[src/rtl/hilo_md_ctrl.sv]
// hilo_md_ctrl
// Sequencer and HI/LO register file that sits between the multicycle control
// unit and the iterative MULT/DIV datapaths. One request is accepted at a
// time; MULT/DIV operands are latched and the unit start line is held high
// until the unit reports end (results captured into HI/LO) or the run
// exceeds TIMEOUT posedges (aborted, HI/LO untouched).
//
// Ports:
//   clk, reset          system clock, synchronous active-high reset
//   op_valid, op_sel    request strobe and opcode (00 MULT, 01 DIV, 10 MTHI, 11 MTLO)
//   rs_val, rt_val      operand A / operand B
//   op_ready, busy      request accepted when idle / MULT or DIV in flight
//   opa, opb            registered operands, held for the whole run
//   div_start/end/hi/lo    divider handshake and results
//   mult_start/end/hi/lo   multiplier handshake and results
//   hi, lo              architectural HI / LO
//   div_zero_exc        one-cycle pulse: DIV with zero divisor
//   timeout_err         one-cycle pulse: unit exceeded TIMEOUT
module hilo_md_ctrl #(
    parameter int TIMEOUT = 40,
    parameter int CNT_W   = 8
) (
    input  logic        clk,
    input  logic        reset,
    input  logic        op_valid,
    input  logic [1:0]  op_sel,
    input  logic [31:0] rs_val,
    input  logic [31:0] rt_val,
    output logic        op_ready,
    output logic        busy,
    output logic [31:0] opa,
    output logic [31:0] opb,
    output logic        div_start,
    input  logic        div_end,
    input  logic [31:0] div_hi,
    input  logic [31:0] div_lo,
    output logic        mult_start,
    input  logic        mult_end,
    input  logic [31:0] mult_hi,
    input  logic [31:0] mult_lo,
    output logic [31:0] hi,
    output logic [31:0] lo,
    output logic        div_zero_exc,
    output logic        timeout_err
);

    localparam logic [1:0] OP_MULT = 2'b00;
    localparam logic [1:0] OP_DIV  = 2'b01;
    localparam logic [1:0] OP_MTHI = 2'b10;
    localparam logic [1:0] OP_MTLO = 2'b11;

    localparam logic [CNT_W-1:0] CNT_LAST = CNT_W'(TIMEOUT - 1);
    localparam logic [CNT_W-1:0] CNT_ONE  = CNT_W'(1);

    typedef enum logic [1:0] {
        IDLE     = 2'b00,
        RUN_DIV  = 2'b01,
        RUN_MULT = 2'b10
    } state_t;

    state_t            state_q, state_d;
    logic [31:0]       hi_q, hi_d;
    logic [31:0]       lo_q, lo_d;
    logic [31:0]       opa_q, opa_d;
    logic [31:0]       opb_q, opb_d;
    logic              div_start_q, div_start_d;
    logic              mult_start_q, mult_start_d;
    logic              div_zero_exc_q, div_zero_exc_d;
    logic              timeout_err_q, timeout_err_d;
    logic [CNT_W-1:0]  cnt_q, cnt_d;

    always_ff @(posedge clk) begin
        if (reset) begin
            state_q        <= IDLE;
            hi_q           <= '0;
            lo_q           <= '0;
            opa_q          <= '0;
            opb_q          <= '0;
            div_start_q    <= 1'b0;
            mult_start_q   <= 1'b0;
            div_zero_exc_q <= 1'b0;
            timeout_err_q  <= 1'b0;
            cnt_q          <= '0;
        end else begin
            state_q        <= state_d;
            hi_q           <= hi_d;
            lo_q           <= lo_d;
            opa_q          <= opa_d;
            opb_q          <= opb_d;
            div_start_q    <= div_start_d;
            mult_start_q   <= mult_start_d;
            div_zero_exc_q <= div_zero_exc_d;
            timeout_err_q  <= timeout_err_d;
            cnt_q          <= cnt_d;
        end
    end

    always_comb begin
        state_d        = state_q;
        hi_d           = hi_q;
        lo_d           = lo_q;
        opa_d          = opa_q;
        opb_d          = opb_q;
        div_start_d    = div_start_q;
        mult_start_d   = mult_start_q;
        div_zero_exc_d = 1'b0;
        timeout_err_d  = 1'b0;
        cnt_d          = cnt_q;

        unique case (state_q)
            IDLE: begin
                div_start_d  = 1'b0;
                mult_start_d = 1'b0;
                if (op_valid) begin
                    unique case (op_sel)
                        OP_MTHI: hi_d = rs_val;
                        OP_MTLO: lo_d = rs_val;
                        OP_DIV: begin
                            // A zero divisor is flagged here and the divider is
                            // never started, so HI/LO keep their old contents.
                            if (rt_val == 32'd0) begin
                                div_zero_exc_d = 1'b1;
                            end else begin
                                opa_d       = rs_val;
                                opb_d       = rt_val;
                                div_start_d = 1'b1;
                                cnt_d       = '0;
                                state_d     = RUN_DIV;
                            end
                        end
                        OP_MULT: begin
                            opa_d        = rs_val;
                            opb_d        = rt_val;
                            mult_start_d = 1'b1;
                            cnt_d        = '0;
                            state_d      = RUN_MULT;
                        end
                        default: ;
                    endcase
                end
            end

            RUN_DIV: begin
                cnt_d = cnt_q + CNT_ONE;
                // End is checked before the timeout so that an end arriving on
                // the last allowed edge still delivers its result.
                if (div_end) begin
                    hi_d        = div_hi;
                    lo_d        = div_lo;
                    div_start_d = 1'b0;
                    state_d     = IDLE;
                end else if (cnt_q == CNT_LAST) begin
                    timeout_err_d = 1'b1;
                    div_start_d   = 1'b0;
                    state_d       = IDLE;
                end
            end

            RUN_MULT: begin
                cnt_d = cnt_q + CNT_ONE;
                if (mult_end) begin
                    hi_d         = mult_hi;
                    lo_d         = mult_lo;
                    mult_start_d = 1'b0;
                    state_d      = IDLE;
                end else if (cnt_q == CNT_LAST) begin
                    timeout_err_d = 1'b1;
                    mult_start_d  = 1'b0;
                    state_d       = IDLE;
                end
            end

            default: begin
                div_start_d  = 1'b0;
                mult_start_d = 1'b0;
                state_d      = IDLE;
            end
        endcase
    end

    assign op_ready     = (state_q == IDLE);
    assign busy         = (state_q != IDLE);
    assign opa          = opa_q;
    assign opb          = opb_q;
    assign div_start    = div_start_q;
    assign mult_start   = mult_start_q;
    assign hi           = hi_q;
    assign lo           = lo_q;
    assign div_zero_exc = div_zero_exc_q;
    assign timeout_err  = timeout_err_q;

endmodule

[config.mk]
export PLATFORM = sky130hd
export DESIGN_NAME = hilo_md_ctrl
export DESIGN_NICKNAME = d
export VERILOG_FILES = /design/src/rtl/hilo_md_ctrl.sv
export SDC_FILE = /design/constraint.sdc
export NUM_CORES = 1
export LEC_CHECK = 0
export CORE_ASPECT_RATIO = 2
export CORE_UTILIZATION = 38
export DETAILED_ROUTE_END_ITERATION = 16
export PLACE_DENSITY = 0.75
export SYNTH_ARGS = -nofsm -noshare
export SYNTH_HDL_FRONTEND = slang
export SYNTH_SLANG_ARGS = --single-unit
[constraint.sdc]
create_clock -name clk -period 1.82 [get_ports clk]
set_input_delay 0.182 -clock clk [delete_from_list [all_inputs] [get_ports clk]]
set_output_delay 0.182 -clock clk [all_outputs]
set_load 0.05 [all_outputs]
==> results_dict.tcl <==
set metrics [dict create \
    avgRoutedWirePerCell_um 21.05 \
    power_density_mw_per_mm2 980.0 \
    syn_area_mm2 0.007091 \
    routed_wl_mm 30.04 \
    syn_to_final_growth_pct 75.98 \
    violations "setup timing" \
    first_global_vias 7694 \
    cp.required_ns 2.18 \
    multiInputGateArea_mm2 0.004173 \
    yosys.area_share.simple_pct 21.58 \
    grt_busiest_layer "met2" \
    crit_path_top_delay_cell "a2111o_2" \
    rsz0062_at_grt "true" \
    fillCellCount 1450 \
    place_congestion 0.9186 \
    dpl.cell_count 1368 \
    worst_pin_slew_ns 0.5882 \
    ys_seq_area_share_pct 40.09 \
    grtUsageMet1_pct 28.47 \
    die_width_um 98.59 \
    vias 7790 \
    finalSetupViolations 57 \
    worstPathArrival_ns 2.28 \
    synth_compound_area_share_pct 21.92 \
    synthMuxAreaShare_pct 9.458 \
    root_buffer "clkbuf_16" \
    synth_fa_ha_area_share_pct 1.059 \
    holdWs_ns 0.07014 \
    yosys_most_used_dff "dfxtp_1" \
    max_stage_delay_ns 0.50 \
    place_ws_ns -0.4851 \
    cts_htree_levels 4 \
    met3_usage_pct 5.476 \
    r2r-end "lo[9]$_SDFFE_PP0P_" \
    first_pass_iters 5 \
    syn_area_per_cell_um2 8.743 \
    hold_start "rt_val[1]" \
    cp-end-kind "flip-flop" \
    critPathMaxFanout 12 \
    cts_buffer_depth 2 \
    crit_type "reg -> reg" \
    path_clk_slew_ns 0.06 \
    hpwl_mm 20.78 \
    relSlewSlack_pct 60.67 \
    drcViolationCount 0 \
    fin_worst_skew_ns 0.01259 \
    cts_tree "done" \
    nets 1402 \
    finalHoldViolations 0 \
    path_cells "inv_2 -> ha_4 -> nor2b_4 -> a2111o_2 -> buf_12 -> a211oi_2 -> buf_4 -> a21oi_2 -> nor2_1" \
    ys_seq_elements 142 \
    fmax_ghz 0.5220 \
    holdPathStages 3 \
    syn-num-nets 1016 \
    synth_top_family_by_area "compound AO/OA/AOI/OAI gates" \
    core_region_area_mm2 0.01831 \
    synth_xor_area_share_pct 0 \
    p_leak_nw 5.075 \
    start_util_pct 38.74 \
    r2r_cells 9 \
    totalPowerFinal_w 0.01223 \
    cts_buffers 17 \
    maxCapViolCount 0 \
    met2_usage_pct 54.80 \
    final-max-slew-violation-count 0 \
    io_pins 333 \
    gr-total-overflow 0 \
    regArea_mm2 0.002848 \
    clkLatencyLatePin_ns 0.42 \
    start_kind "flip-flop" \
    async_reset_ff_share_pct 0 \
    fp-row-count 70 \
    synth_cells 811 \
    r2r_slack_ns -0.1 \
    initialDrtViolationCount 309 \
    cts_sinks 142 \
    status "finished with violations" \
    timing.rr.start "state_q[1]$_SDFFE_PP0P_" \
    whs_endpoint "opb[1]$_SDFFE_PP0P_" \
    cts_hold_buf 0 \
    worst_slack_ns -0.09556 \
    fin_crit_sh_pct 105.3 \
    synthDistinctLibCells 38 \
    grt_pass1_wl_mm 42.43 \
    grt_max_degree 70 \
    die-area_mm2 0.01924 \
    yosysWarnings 0 \
    ant_nets 0 \
    synth_edf_count 0 \
    numPortBuffers 332 \
    avgViaCountPerCell 5.459 \
    die_h_um 195.2 \
    grtUsageTotal_pct 29.24 \
    hp-class "in -> reg" \
    antenna_found_initial 1 \
    drive_gt1_share_pct 19.50 \
    fin_cells 1427 \
    min_period_ns 1.916 \
    peakVddDrop_mv 0.6251 \
]
-- final cells by class --
cell class / instances / area share (%)
flip-flops and latches: 142 / 22.82
inverters: 7 / 0.2106
clock inverters: 12 / 1.283
multi-input cells: 590 / 33.44
diodes: 1 / 0.02005
well taps: 216 / 2.166
clock buffers: 20 / 3.660
repair buffers: 439 / 36.40
-- worst max path at each step --
stage | slack [ns] | startpoint | end | cells past startpoint
final | -0.1 | state_q[1]$_SDFFE_PP0P_ | lo[9]$_SDFFE_PP0P_ | 9
after global routing | -0.18 | state_q[0]$_SDFFE_PP0P_ | lo[10]$_SDFFE_PP0P_ | 9
after CTS | -0.07 | state_q[1]$_SDFFE_PP0P_ | lo[18]$_SDFFE_PP0P_ | 9
after detailed placement | -0.49 | rt_val[24] | opa[10]$_SDFFE_PP0P_ | 8
after global placement | -0.43 | rt_val[15] | cnt_q[0]$_SDFFE_PP0P_ | 7
after floorplan | -0.005 | state_q[0]$_SDFFE_PP0P_ | lo[10]$_SDFFE_PP0P_ | 9
-- per-layer routing --
metal  wire (µm)  up-vias  share of wire, %
met2       16190      360                54
met1       10290     3673                34
li1            -     3665                 -
met3        1595       92               5.3
met4        1970        0               6.6
met5           0        -                 0
-- Yosys cell counts, drive strengths merged (2+ instances only) --
| master | n | area share (%) |
|---|---|---|
| clkbuf | 60 | 3.2 |
| o2111ai | 3 | 0.37 |
| nand2b | 129 | 11 |
| nand2 | 46 | 2.4 |
| or3 | 2 | 0.18 |
| dfxtp | 142 | 40 |
| and2 | 2 | 0.18 |
| mux2i | 67 | 9.5 |
| o31ai | 2 | 0.21 |
| nand3 | 11 | 0.78 |
| buf | 12 | 2.3 |
| a22oi | 66 | 7.0 |
| inv | 7 | 0.37 |
| ha | 6 | 1.1 |
| nor2b | 4 | 0.35 |
| nand3b | 2 | 0.21 |
| a211oi | 34 | 3.6 |
| or2b | 2 | 0.21 |
| a21oi | 69 | 4.9 |
| or4 | 2 | 0.21 |
| o21ai | 8 | 0.62 |
| nor3 | 5 | 0.35 |
| a211o | 32 | 4.0 |
| nor4 | 11 | 1.2 |
| nor2 | 72 | 3.8 |
| a31oi | 8 | 0.71 |
-- flip-flops by register name, indices dropped and copies added (netlist names) --
name	count
opb	32
div_start	1
lo	32
div_zero_exc	1
cnt_q	8
state_q	2
hi	32
timeout_err	1
mult_start	1
opa	32
-- worst max-delay path, delay by kind of cell, from the launching register on --
family | cells | cell delay, ns
AOI/OAI and AO/OA | 3 | 0.74
buffers and inverters | 3 | 0.39
DFF | 1 | 0.36
and+or+nand+nor | 2 | 0.21
adders and majority gates | 1 | 0.15
-- through the flow --
step                instance area, µm²  setup TNS [ns]  utilization [%]
global placement                 10990          -34.86            60.02
detailed placement               10990          -41.21            60.02
finish                           12480          -1.780            68.17
floorplan                         7143        -0.07076                -
global route                     12480          -6.242            68.17
CTS                              11840          -1.024            64.67
-- what timing repair did --
action	4_1_cts	5_1_grt
buffers inserted	2	11
resized for setup	35	79
pin swaps	9	24
setup endpoints to repair	102	141
cloned	3	10
-- cell families (layout without fill, tap and decap cells) --
group,Yosys count,in the layout
buffers and inverters,79,478
multiplexers,67,67
other,0,1
AND/OR/NAND/NOR,291,291
adder cells (fa/ha/maj),6,6
AO/OA/AOI/OAI,226,226
flip-flops,142,142
-- cells in the final DEF, fill, tap and decap left out, drive strengths merged, types with 34 or more instances in the layout --
cell type and instances:
nor2 72, mux2i 67, nand2 46, buf 123, a211oi 34, nand2b 129
a21oi 69, clkdlybuf4s50 285, a22oi 66, dfxtp 142
-- where the power goes --
part	total [W]	internal, W	switching (W)
clock network	0.00364	0.00224	0.00140
logic	0.00498	0.00210	0.00287
registers	0.00361	0.00343	0.000178
No activity file was read; power rests on OpenSTA's default activity.
